File: config.mk
export PLATFORM = sky130hd
export DESIGN_NAME = stdp_trace
export DESIGN_NICKNAME = d
export VERILOG_FILES = /design/src/rtl/stdp_trace.sv
export SDC_FILE = /design/constraint.sdc
export NUM_CORES = 1
export LEC_CHECK = 0
export ABC_AREA = 1
export BUFFER_PORTS_ARGS = -buffer_cell sky130_fd_sc_hd__buf_4
export CORE_MARGIN = 2
export CORE_UTILIZATION = 60
export CTS_CLUSTER_SIZE = 28
export DETAILED_ROUTE_END_ITERATION = 8
export GPL_TIMING_DRIVEN = 0
export PLACE_DENSITY = 0.85
export SETUP_SLACK_MARGIN = 0.5
export SYNTH_ARGS = -nofsm -noshare
export SYNTH_HDL_FRONTEND = slang
export SYNTH_SLANG_ARGS = --single-unit
export TNS_END_PERCENT = 20
File: constraint.sdc
create_clock -name clk -period 3.1 [get_ports clk]
set_clock_uncertainty 0.1 [all_clocks]
set_input_delay 0.155 -clock clk [delete_from_list [all_inputs] [get_ports clk]]
set_output_delay 0.155 -clock clk [all_outputs]
set_load 0.02 [all_outputs]
File: src/rtl/stdp_trace.sv
// Pre/post STDP eligibility traces with a one-slot signed weight-change event output; latency 1.
// Backpressure: a stalled event is held stable; a new event arriving at a full slot is dropped and flagged.
module stdp_trace #(
   parameter int DECAY_DIV   = 4,
   parameter int DECAY_SHIFT = 3,
   parameter int LTP_SHIFT   = 1,
   parameter int LTD_SHIFT   = 2
) (
   input  logic       clk,
   input  logic       rst,
   input  logic       pre_spike,
   input  logic       post_spike,
   output logic [7:0] pre_trace,
   output logic [7:0] post_trace,
   output logic       dw_valid,
   output logic       dw_sign,
   output logic [7:0] dw_mag,
   input  logic       dw_ready,
   output logic       dw_overflow
);

   localparam logic [7:0] DIV_LAST = 8'(DECAY_DIV - 1);

   logic [7:0] div_cnt;
   logic       tick;
   logic [7:0] ltp_mag;
   logic [7:0] ltd_mag;
   logic       ltp;
   logic       ltd;
   logic       new_ev;
   logic       xfer;

   // Small traces still step down by one so they always reach 0.
   function automatic logic [7:0] decay(input logic [7:0] t);
      logic [7:0] d;
      d = t >> DECAY_SHIFT;
      if (d != 8'd0)
         return t - d;
      else if (t != 8'd0)
         return t - 8'd1;
      else
         return t;
   endfunction

   always_comb begin
      tick    = (div_cnt == DIV_LAST);
      ltp_mag = pre_trace >> LTP_SHIFT;
      ltd_mag = post_trace >> LTD_SHIFT;
      ltp     = post_spike && !pre_spike && (ltp_mag != 8'd0);
      ltd     = pre_spike && !post_spike && (ltd_mag != 8'd0);
      new_ev  = ltp || ltd;
      xfer    = dw_valid && dw_ready;
   end

   always_ff @(posedge clk) begin
      if (rst) begin
         div_cnt     <= 8'd0;
         pre_trace   <= 8'd0;
         post_trace  <= 8'd0;
         dw_valid    <= 1'b0;
         dw_sign     <= 1'b0;
         dw_mag      <= 8'd0;
         dw_overflow <= 1'b0;
      end else begin
         div_cnt <= tick ? 8'd0 : div_cnt + 8'd1;

         if (pre_spike)
            pre_trace <= 8'd255;
         else if (tick)
            pre_trace <= decay(pre_trace);

         if (post_spike)
            post_trace <= 8'd255;
         else if (tick)
            post_trace <= decay(post_trace);

         if (new_ev && (!dw_valid || xfer)) begin
            dw_valid <= 1'b1;
            dw_sign  <= ltp;
            dw_mag   <= ltp ? ltp_mag : ltd_mag;
         end else if (new_ev) begin
            dw_overflow <= 1'b1;
         end else if (xfer) begin
            dw_valid <= 1'b0;
         end
      end
   end

endmodule

==> run metrics, run 1 <==
Max FO, Critical Path=7; Placed Cells=421; final setup margin=0.773 ns; final max-slew violation count=0; Total GRT Usage=26.9%; Post-CTS Hold Fix Bufs=0; CP startpoint kind=flop; TritonCTS clock tree=built; post-route ant nets=0; initial core utilization=61.2%; post-route insts no fill=429; DR pass1 iterations=6; vias per cell=5.10; status=completed; Placement Cell Area=0.00248 mm²; cell area after layout=0.00257 mm²; Core Box Area=0.00361 mm²; VDD IR-drop max=0.326 mV; Top Ports=32; Place WS=0.840 ns; DR WL/cell=11.8 µm; Worst Setup Path Type=reg2reg; Reg clk slew, reported paths=0.08 ns; largest net degree at the start of global routing=11; Synthesized Nets=362; via count=2187; number of global-route vias before repair=2037; PwrDens=493 mW/mm²; total of warnings raised by yosys=0; post_cts resized=0; RePlAce Congestion=0.885; MaxCap Viol Count=0; CTS Buf Count=5; Rows=22; clk buf depth=2; synth unique cells=32; Congestion Overflow GR=0; Final setup violation count=0; post-DP HPWL=3.72 mm; Final period util=75.1%; complex-gate fraction of the synthesized area=9.13%; ys async rst share=0%; initial antenna violation count=0; DIE AREA=0.00418 mm²; Final TNS setup=0 ns; buffers added on ports=29; setup bufs post-CTS=0; clock root cell=clkbuf_8; die width=64.6 µm; H-Tree Level Count=2; clk_lat worst skew=0.30 ns; share of cells above drive strength 1=15.2%; Syn Area/Cell=6.41 µm²; Top FF cell, synth=dfxtp_1; Post-Synthesis Cells=344; Seq/Total Area, Yosys=30.9%; commonest non-fill, non-tap cell in the layout=nand2_1; Crit path required time=3.20 ns; smallest hold slack=0.0546 ns; most frequent cells in the layout=88 x nand2_1, 59 x nor2_1, 54 x inv_1; RSZ-0062 raised after global routing=false; first-pass GRT wire length=8.71 mm; Crit path arrival time=2.42 ns; fmax=0.430 GHz; mapped cell area=0.00221 mm²; Final min period=2.33 ns; Lkg Pwr=1.33 nW; Die H=64.6 µm; Synth Area in Simple Gates=37.3%; number of synthesized flops with an enable pin=0; n_diodes=0; Final Hold Fails=0; largest family of logic cells by synthesized area=simple AND/OR/NAND/NOR gates; final net count=398; Post-Synth Adder-Cell Area=8.05%; Synth Area in XOR/XNOR=2.78%; number of clock sinks=34; Area Overhead vs Synth=16.7%; Total Routed Length=5.08 mm; DR iter-0 viols=132; DRC errors left=0; Worst setup EP type=flop; Hold WC Path Type=in2reg; mux share of post-synthesis cell area=0%; Synth Register Bits=34
## worst max-delay path, cell delays in order (launching register included)
cell     delay, ns
dfxtp_1       0.40
nor2_4        0.15
nand2_2       0.09
o21ai_0       0.20
ha_1          0.20
inv_1         0.07
fa_1          0.44
inv_1         0.08
nor3_1        0.05
nor2_1        0.14
nand2_1       0.07
nand2_1       0.06
nand3_1       0.07
nand2_1       0.07
inv_1         0.04
## state kept, by name, summed over array words and instances, names as in the netlist
register	count
pre_trace	8
dw_overflow	1
post_trace	8
dw_mag	7
div_cnt	8
dw_sign	1
dw_valid	1
## cell families (layout without fill, tap and decap cells)
logic type      count (synthesis)  after routing
compound gates                 35             35
xor+xnor                        7              7
fa+ha+maj                      13             13
buf+inv                        61             98
flops                          34             34
other cells                     1              1
simple gates                  193            193
## cell usage after synthesis (all sizes together), types with 3 or more instances
master	instances	area share [%]
a21oi	14	3.5
ha	11	6.2
inv	55	9.4
nand2	93	17
nand3	23	5.2
buf	5	2.2
dfxtp	34	31
xor2	5	2.0
or2	3	0.85
nor3	8	1.8
nor2	63	12
o21ai	18	4.6
## layout make-up
cell class,instances,area [µm²]
clock inverter,1,5.00
buffer,6,52.6
tap,48,60.1
multi-input combinational,249,1270
fill,320,1030
timing repair buffer,29,218
inverter,55,206
clock buffer,7,86.3
sequential,34,681
## stage by stage
| stage | total power [mW] | util [%] |
|---|---|---|
| floorplan | 0.813 | - |
| global placement | 0.914 | 68.9 |
| detailed placement | 0.923 | 68.9 |
| CTS | 1.27 | 71.4 |
| global route | 1.35 | 71.4 |
| finish | 1.27 | 71.4 |
## where the power goes
group          leakage, nW  switching, mW  internal [mW]
sequential           0.282         0.0414          0.471
combinational        0.995          0.247          0.161
clock               0.0482          0.168          0.179
## final timing paths
| kind | start | endpoint | slack [ns] | cells past startpoint |
|---|---|---|---|---|
| setup / recovery | pre_trace[5] | pre_trace[6] | 0.77 | 14 |
| hold / removal | post_spike | post_trace[4] | 0.05 | 3 |
| setup reg to reg | pre_trace[5] | pre_trace[6] | 0.77 | 14 |
| hold reg to reg | div_cnt[0] | div_cnt[0] | 0.35 | 1 |
## per-layer routing
metal	routed length, µm	vias up	global-route usage, %
li1	-	1137	-
met1	2380	1001	32.7
met2	2440	42	45.7
met3	191	7	5.73
met4	74	0	12.0
met5	0	-	0
Note: power is estimated with default switching activity, not from simulation.
==> inputs of run 2 (changes only) <==
--- a/config.mk
+++ b/config.mk
@@ -5,14 +5,14 @@
 export SDC_FILE = /design/constraint.sdc
 export NUM_CORES = 1
 export LEC_CHECK = 0
-export ABC_AREA = 1
+export ABC_AREA = 0
 export BUFFER_PORTS_ARGS = -buffer_cell sky130_fd_sc_hd__buf_4
 export CORE_MARGIN = 2
-export CORE_UTILIZATION = 60
+export CORE_UTILIZATION = 50
 export CTS_CLUSTER_SIZE = 28
 export DETAILED_ROUTE_END_ITERATION = 8
 export GPL_TIMING_DRIVEN = 0
-export PLACE_DENSITY = 0.85
+export PLACE_DENSITY = 0.77
 export SETUP_SLACK_MARGIN = 0.5
 export SYNTH_ARGS = -nofsm -noshare
 export SYNTH_HDL_FRONTEND = slang
==> constraint.sdc (replaced) <==
create_clock -name clk -period 2 [get_ports clk]
set_clock_uncertainty 0.1 [all_clocks]
set_input_delay 0.1 -clock clk [delete_from_list [all_inputs] [get_ports clk]]
set_output_delay 0.1 -clock clk [all_outputs]
set_load 0.02 [all_outputs]
==> run 2 against run 1 <==
Effect of this change: routed wire length rose by 3.4%; highest routed layer unchanged; via count fell by 13%; critical path type unchanged; largest power group unchanged; combinational power rose by 74%; sequential power rose by 58%; non-clock buffer count rose by 21; the run now ends with setup timing left; largest cell class unchanged; design area rose by 6.5%.
==> run metrics, run 2 <==
status=finished with violations; failing checks=setup timing; initial antenna violation count=0; commonest cells in the netlist=34 x dfxtp_1, 29 x nor2_1, 16 x a21oi_1, 16 x inv_1, 13 x nor3_1; Worst setup EP type=flop; Core Box Area=0.00366 mm²; Yosys top cell area share=35.8%; met3 Use GR=4.97%; largest cells by area after synthesis=dfxtp_1 36%, ha_1 7.2%, nor2_1 5.7%; total of warnings raised by yosys=0; n_diodes=0; buffers added on ports=30; Post-CTS Hold Fix Bufs=0; final setup margin=-0.349 ns; number of global-route vias before repair=1794; Synthesized Nets=236; DR pass1 iterations=4; DRC errors left=0; Final setup violation count=12; TritonCTS clock tree=built; most frequent cells in the layout=46 x buf_4, 26 x nor2_1, 24 x dfxtp_1; Final period util=117%; Total Routed Length=5.26 mm; RePlAce Congestion=0.821; Congestion Overflow GR=0; top-count cell post-synth=dfxtp_1; worst-margin pin slew=0.676 ns; first-pass GRT wire length=8.37 mm; GR Util met2=42.4%; Final Total Pwr=2.08 mW; CP endpoint=pre_trace[6]; FF-to-FF Start=pre_trace[5]; Synth Register Bits=34; Top Ports=32; normalized max-slew margin=54.8%; clk buf depth=2; vias per cell=5.88; VDD IR-drop max=0.433 mV; fmax=0.426 GHz; Crit path required time=2.06 ns; RR Endpoint=pre_trace[6]; clk_lat worst skew=0.30 ns; Crit path arrival time=2.40 ns; Total GRT Usage=25.6%; Placed Cells=296; H-Tree Level Count=2; DR iter-0 viols=122; Max FO, Critical Path=2; mapped cell area=0.00190 mm²; CTS Buf Count=5; Hold WC Path Type=in2reg; ys async rst share=0%; largest net degree at the start of global routing=11; post-route insts no fill=324; fill count=268; GR Util met1=31.9%; Reg clk slew, reported paths=0.06 ns; Post-Synthesis Cells=218; Syn Area/Cell=8.73 µm²; synth unique cells=44; Rows=22; final max-slew violation count=0; DR WL/cell=16.2 µm; worst setup path start=pre_trace[5]; Final Hold Fails=0; biggest regs=div_cnt x8, post_trace x8, pre_trace x8; CP startpoint kind=flop; Lkg Pwr=1.17 nW; Final min period=2.35 ns; DIE AREA=0.00432 mm²; Top FF cell, synth=dfxtp_1; clock root cell=clkbuf_8; commonest non-fill, non-tap cell in the layout=buf_4; via count=1906; Worst Setup Path Type=reg2reg; number of synthesized flops with an enable pin=0; Seq/Total Area, Yosys=35.8%; post-route ant nets=0; Final Util=74.9%; PwrDens=759 mW/mm²; post-DP HPWL=3.11 mm; slack of the worst reg-to-reg path=-0.35 ns; Die H=65.7 µm; Top Usage Layer GRT=met2; final net count=293; die width=65.7 µm; Worst Reg-to-Reg Cells=10; number of clock sinks=34; Area Overhead vs Synth=44.1%; initial core utilization=52.0%; share of cells above drive strength 1=42.8%; RSZ-0062 raised after global routing=true; area leader, netlist=dfxtp_1; MaxCap Viol Count=0
## run 2: changes by cell type after synthesis, sizes merged, moves of 4 or more
cell / delta
a211oi: +7
nor2b: +5
nor3: +5
nand2b: +4
buf: -4
xnor2: +4
o21ai: -13
nand3: -15
mux2i: +6
inv: -39
nand2: -88
nor2: -34
## run 2: repair_timing
action	in CTS	in global routing
buffers inserted	13	7
gates resized for setup	34	16
setup endpoints to repair	32	32
pin swaps	23	26
## run 2: layout make-up
type | count | area, µm² | area share [%]
clock inverter | 1 | 3.75 | 0.137
tap | 48 | 60.1 | 2.19
sequential | 34 | 711 | 25.9
timing repair buffer | 50 | 394 | 14.4
multi-input combinational | 162 | 1350 | 49.4
inverter | 16 | 60.1 | 2.19
clock buffer | 7 | 96.3 | 3.51
buffer | 6 | 63.8 | 2.33
## run 2: how the worst min path moves through the flow
stage,startpoint,end,cells after the start
floorplan,pre_spike,pre_trace[4],2
global placement,dw_ready,dw_mag[1],3
detailed placement,dw_ready,dw_mag[1],3
CTS,dw_ready,dw_mag[1],3
global route,rst,post_trace[4],3
finish,dw_ready,dw_mag[1],3
## run 2: worst max-delay path, stage by stage, from the launching register on
cell and delay, ns:
dfxtp_4 0.35, nor4_4 0.34, or2_4 0.19, ha_4 0.12, inv_2 0.03, fa_2 0.34, a21oi_2 0.18, a2bb2oi_2 0.18
o2111ai_2 0.14, xnor2_1 0.15, a21oi_1 0.08
## run 2: metal layers
layer,routed length (µm),share of wire (%)
met3,363,6.9
met2,2600,49
met5,0,0
met1,2130,41
met4,163,3.1
## run 2: where the power goes
group,internal (mW),switching [mW],total [mW]
registers,0.733,0.0745,0.808
clock network,0.309,0.255,0.564
logic,0.334,0.376,0.709
total,1.38,0.705,2.08
## run 2: logic make-up after synthesis
group / synth area share (%)
AND/OR/NAND/NOR: 22.5
AO/OA/AOI/OAI: 17.2
flip-flops: 35.8
buffers and inverters: 5.39
XOR/XNOR: 6.44
adder cells (fa/ha/maj): 9.34
multiplexers: 3.16
other: 0.197
## run 2: per-stage QoR
stage	setup TNS (ns)	cell area [µm²]	setup slack (ns)	hold WS, ns
2_1_floorplan	-1.22	2000	-0.261	0.169
3_3_place_gp	-6.53	2280	-0.433	0.303
3_5_place_dp	-6.76	2280	-0.453	0.306
4_1_cts	-2.11	2620	-0.322	0.0113
5_1_grt	-3.52	2740	-0.524	0.0475
6_report	-1.68	2740	-0.349	0.0258
==> inputs of run 3 (changes only) <==
--- a/config.mk
+++ b/config.mk
@@ -6,13 +6,13 @@
 export NUM_CORES = 1
 export LEC_CHECK = 0
 export ABC_AREA = 0
-export BUFFER_PORTS_ARGS = -buffer_cell sky130_fd_sc_hd__buf_4
 export CORE_MARGIN = 2
-export CORE_UTILIZATION = 50
+export CORE_UTILIZATION = 56
 export CTS_CLUSTER_SIZE = 28
 export DETAILED_ROUTE_END_ITERATION = 8
+export DONT_BUFFER_PORTS = 1
 export GPL_TIMING_DRIVEN = 0
-export PLACE_DENSITY = 0.77
+export PLACE_DENSITY = 0.76
 export SETUP_SLACK_MARGIN = 0.5
 export SYNTH_ARGS = -nofsm -noshare
 export SYNTH_HDL_FRONTEND = slang
==> run 3 against run 2 <==
Effect of this change: the flow still finishes with violations (setup timing); count of clock-buffer cells in the layout is the same; combinational power shrank 18%; routed wire length shrank 3.4%; first-iteration DRC count grew 25%; core utilization grew 0.48 points; hold slack gained 0.064 ns; total power grew 0.27%; die area shrank 10%; flip-flop and latch count is the same; critical path type unchanged; critical endpoint is now pre_trace[4]; largest cell class unchanged; largest power group unchanged.
==> run metrics, run 3 (synthesized netlist as in run 2, its figures left out) <==
Largest delay share family, worst path=simple AND/OR/NAND/NOR gates; Worst Setup Path Type=reg2reg; clock root cell=clkbuf_4; vias per cell=5.93; CTS Buf Count=5; TritonCTS clock tree=built; biggest regs=div_cnt x8, post_trace x8, pre_trace x8; crit-path max cell delay=0.41 ns; Levels on crit path=11; buffers added on ports=0; initial antenna violation count=0; Rows=21; CP startpoint kind=flop; Max FO, Critical Path=6; CP Cell Sequence=nor4_4 > or2_4 > ha_4 > inv_2 > fa_2 > a21oi_2 > a2bb2oi_2 > buf_4 > buf_6 > nand3b_1 > a21oi_2; Total Routed Length=5.08 mm; Reg clk slew, reported paths=0.11 ns; Crit path required time=2.19 ns; via count=1732; Total GRT Usage=25.9%; Die H=62.3 µm; smallest hold slack=0.0899 ns; RSZ-0062 raised after global routing=true; n_diodes=0; final setup margin=-0.445 ns; first-pass GRT wire length=7.80 mm; DR iter-0 viols=153; VDD IR-drop max=0.566 mV; slack of the worst reg-to-reg path=-0.44 ns; DR WL/cell=17.4 µm; Lkg Pwr=1.00 nW; Worst Reg-to-Reg Cells=11; Hold WC Path Type=in2reg; CP max stage cell=dfxtp_4; status=finished with violations; CP most frequent cell=a21oi_2; final max-slew violation count=0; failing checks=setup timing; Crit path arrival time=2.64 ns; most frequent cells in the layout=28 x nor2_1, 17 x dfxtp_1, 14 x inv_1, 14 x buf_4; Final period util=122%; Final Total Pwr=2.09 mW; die width=62.3 µm; clk buf depth=2; Hold Path Depth=4; Area Overhead vs Synth=31.2%; DIE AREA=0.00388 mm²; number of clock sinks=34; Final min period=2.44 ns; Worst setup EP type=flop; Crit path buffers/inverters=3; PwrDens=836 mW/mm²; Final Hold Fails=0; largest net degree at the start of global routing=12; Top Ports=32; post-route ant nets=0; Final Util=75.4%; number of global-route vias before repair=1655; final net count=263; fmax=0.409 GHz; commonest non-fill, non-tap cell in the layout=nor2_1; post-DP HPWL=3.24 mm; clk_lat worst skew=0.36 ns; initial core utilization=57.5%; RePlAce Congestion=0.910; Final setup violation count=16; Congestion Overflow GR=0; MaxCap Viol Count=0; H-Tree Level Count=2; share of cells above drive strength 1=32.9%; Core Box Area=0.00331 mm²; DRC errors left=0; DR pass1 iterations=4
-- run 3: per-layer routing --
metal  wire length, µm  track usage, %  up-vias  part of all wire, %
met5                 0               0        -                    0
met4               100            11.9        0                  2.0
li1                  -               -      831                    -
met3               323            7.43       10                  6.4
met2              2610            43.3       57                   51
met1              2050            30.8      834                   40
-- run 3: final timing paths --
kind	from	to
worst max-delay path	pre_trace[7]	pre_trace[4]
worst min-delay path	post_spike	dw_sign
worst max register to register	pre_trace[7]	pre_trace[4]
worst min register to register	div_cnt[7]	div_cnt[7]
-- run 3: final cells by class --
type	count	area (µm²)
Fill cell	247	815
Timing Repair Buffer	20	184
Multi-Input combinational cell	162	1320
Sequential cell	34	719
Clock inverter	1	30.0
Tap cell	46	57.6
Inverter	16	60.1
Buffer	6	53.8
Clock buffer	7	76.3
-- run 3: worst reg2reg max path: cells and delay by family, from the launching register on --
family	cells	cell delay [ns]
and+or+nand+nor	3	0.58
AOI/OAI and AO/OA	3	0.54
adders and majority gates	2	0.50
DFF	1	0.41
buffers and inverters	3	0.27
-- run 3: report_power, final --
part	internal, mW	switching [mW]
registers	0.736	0.139
clock network	0.373	0.258
logic	0.287	0.293
-- run 3: timing repair --
item,CTS,global route
buffers inserted,3,13
gates resized for setup,18,29
pin swaps,13,15
endpoints found under the hold margin,28,0
hold buffers,4,0
endpoints found under the setup margin,32,32
-- run 3: per-stage QoR --
stage          cell area (µm²)  TNS [ns]  std cells  setup WS [ns]
2_1_floorplan             2000     -1.22        218         -0.261
3_3_place_gp              2060     -6.64        264         -0.507
3_5_place_dp              2060     -7.99        264         -0.571
4_1_cts                   2280     -4.57        279         -0.399
5_1_grt                   2500     -4.93        292         -0.538
6_report                  2500     -3.47        292         -0.445
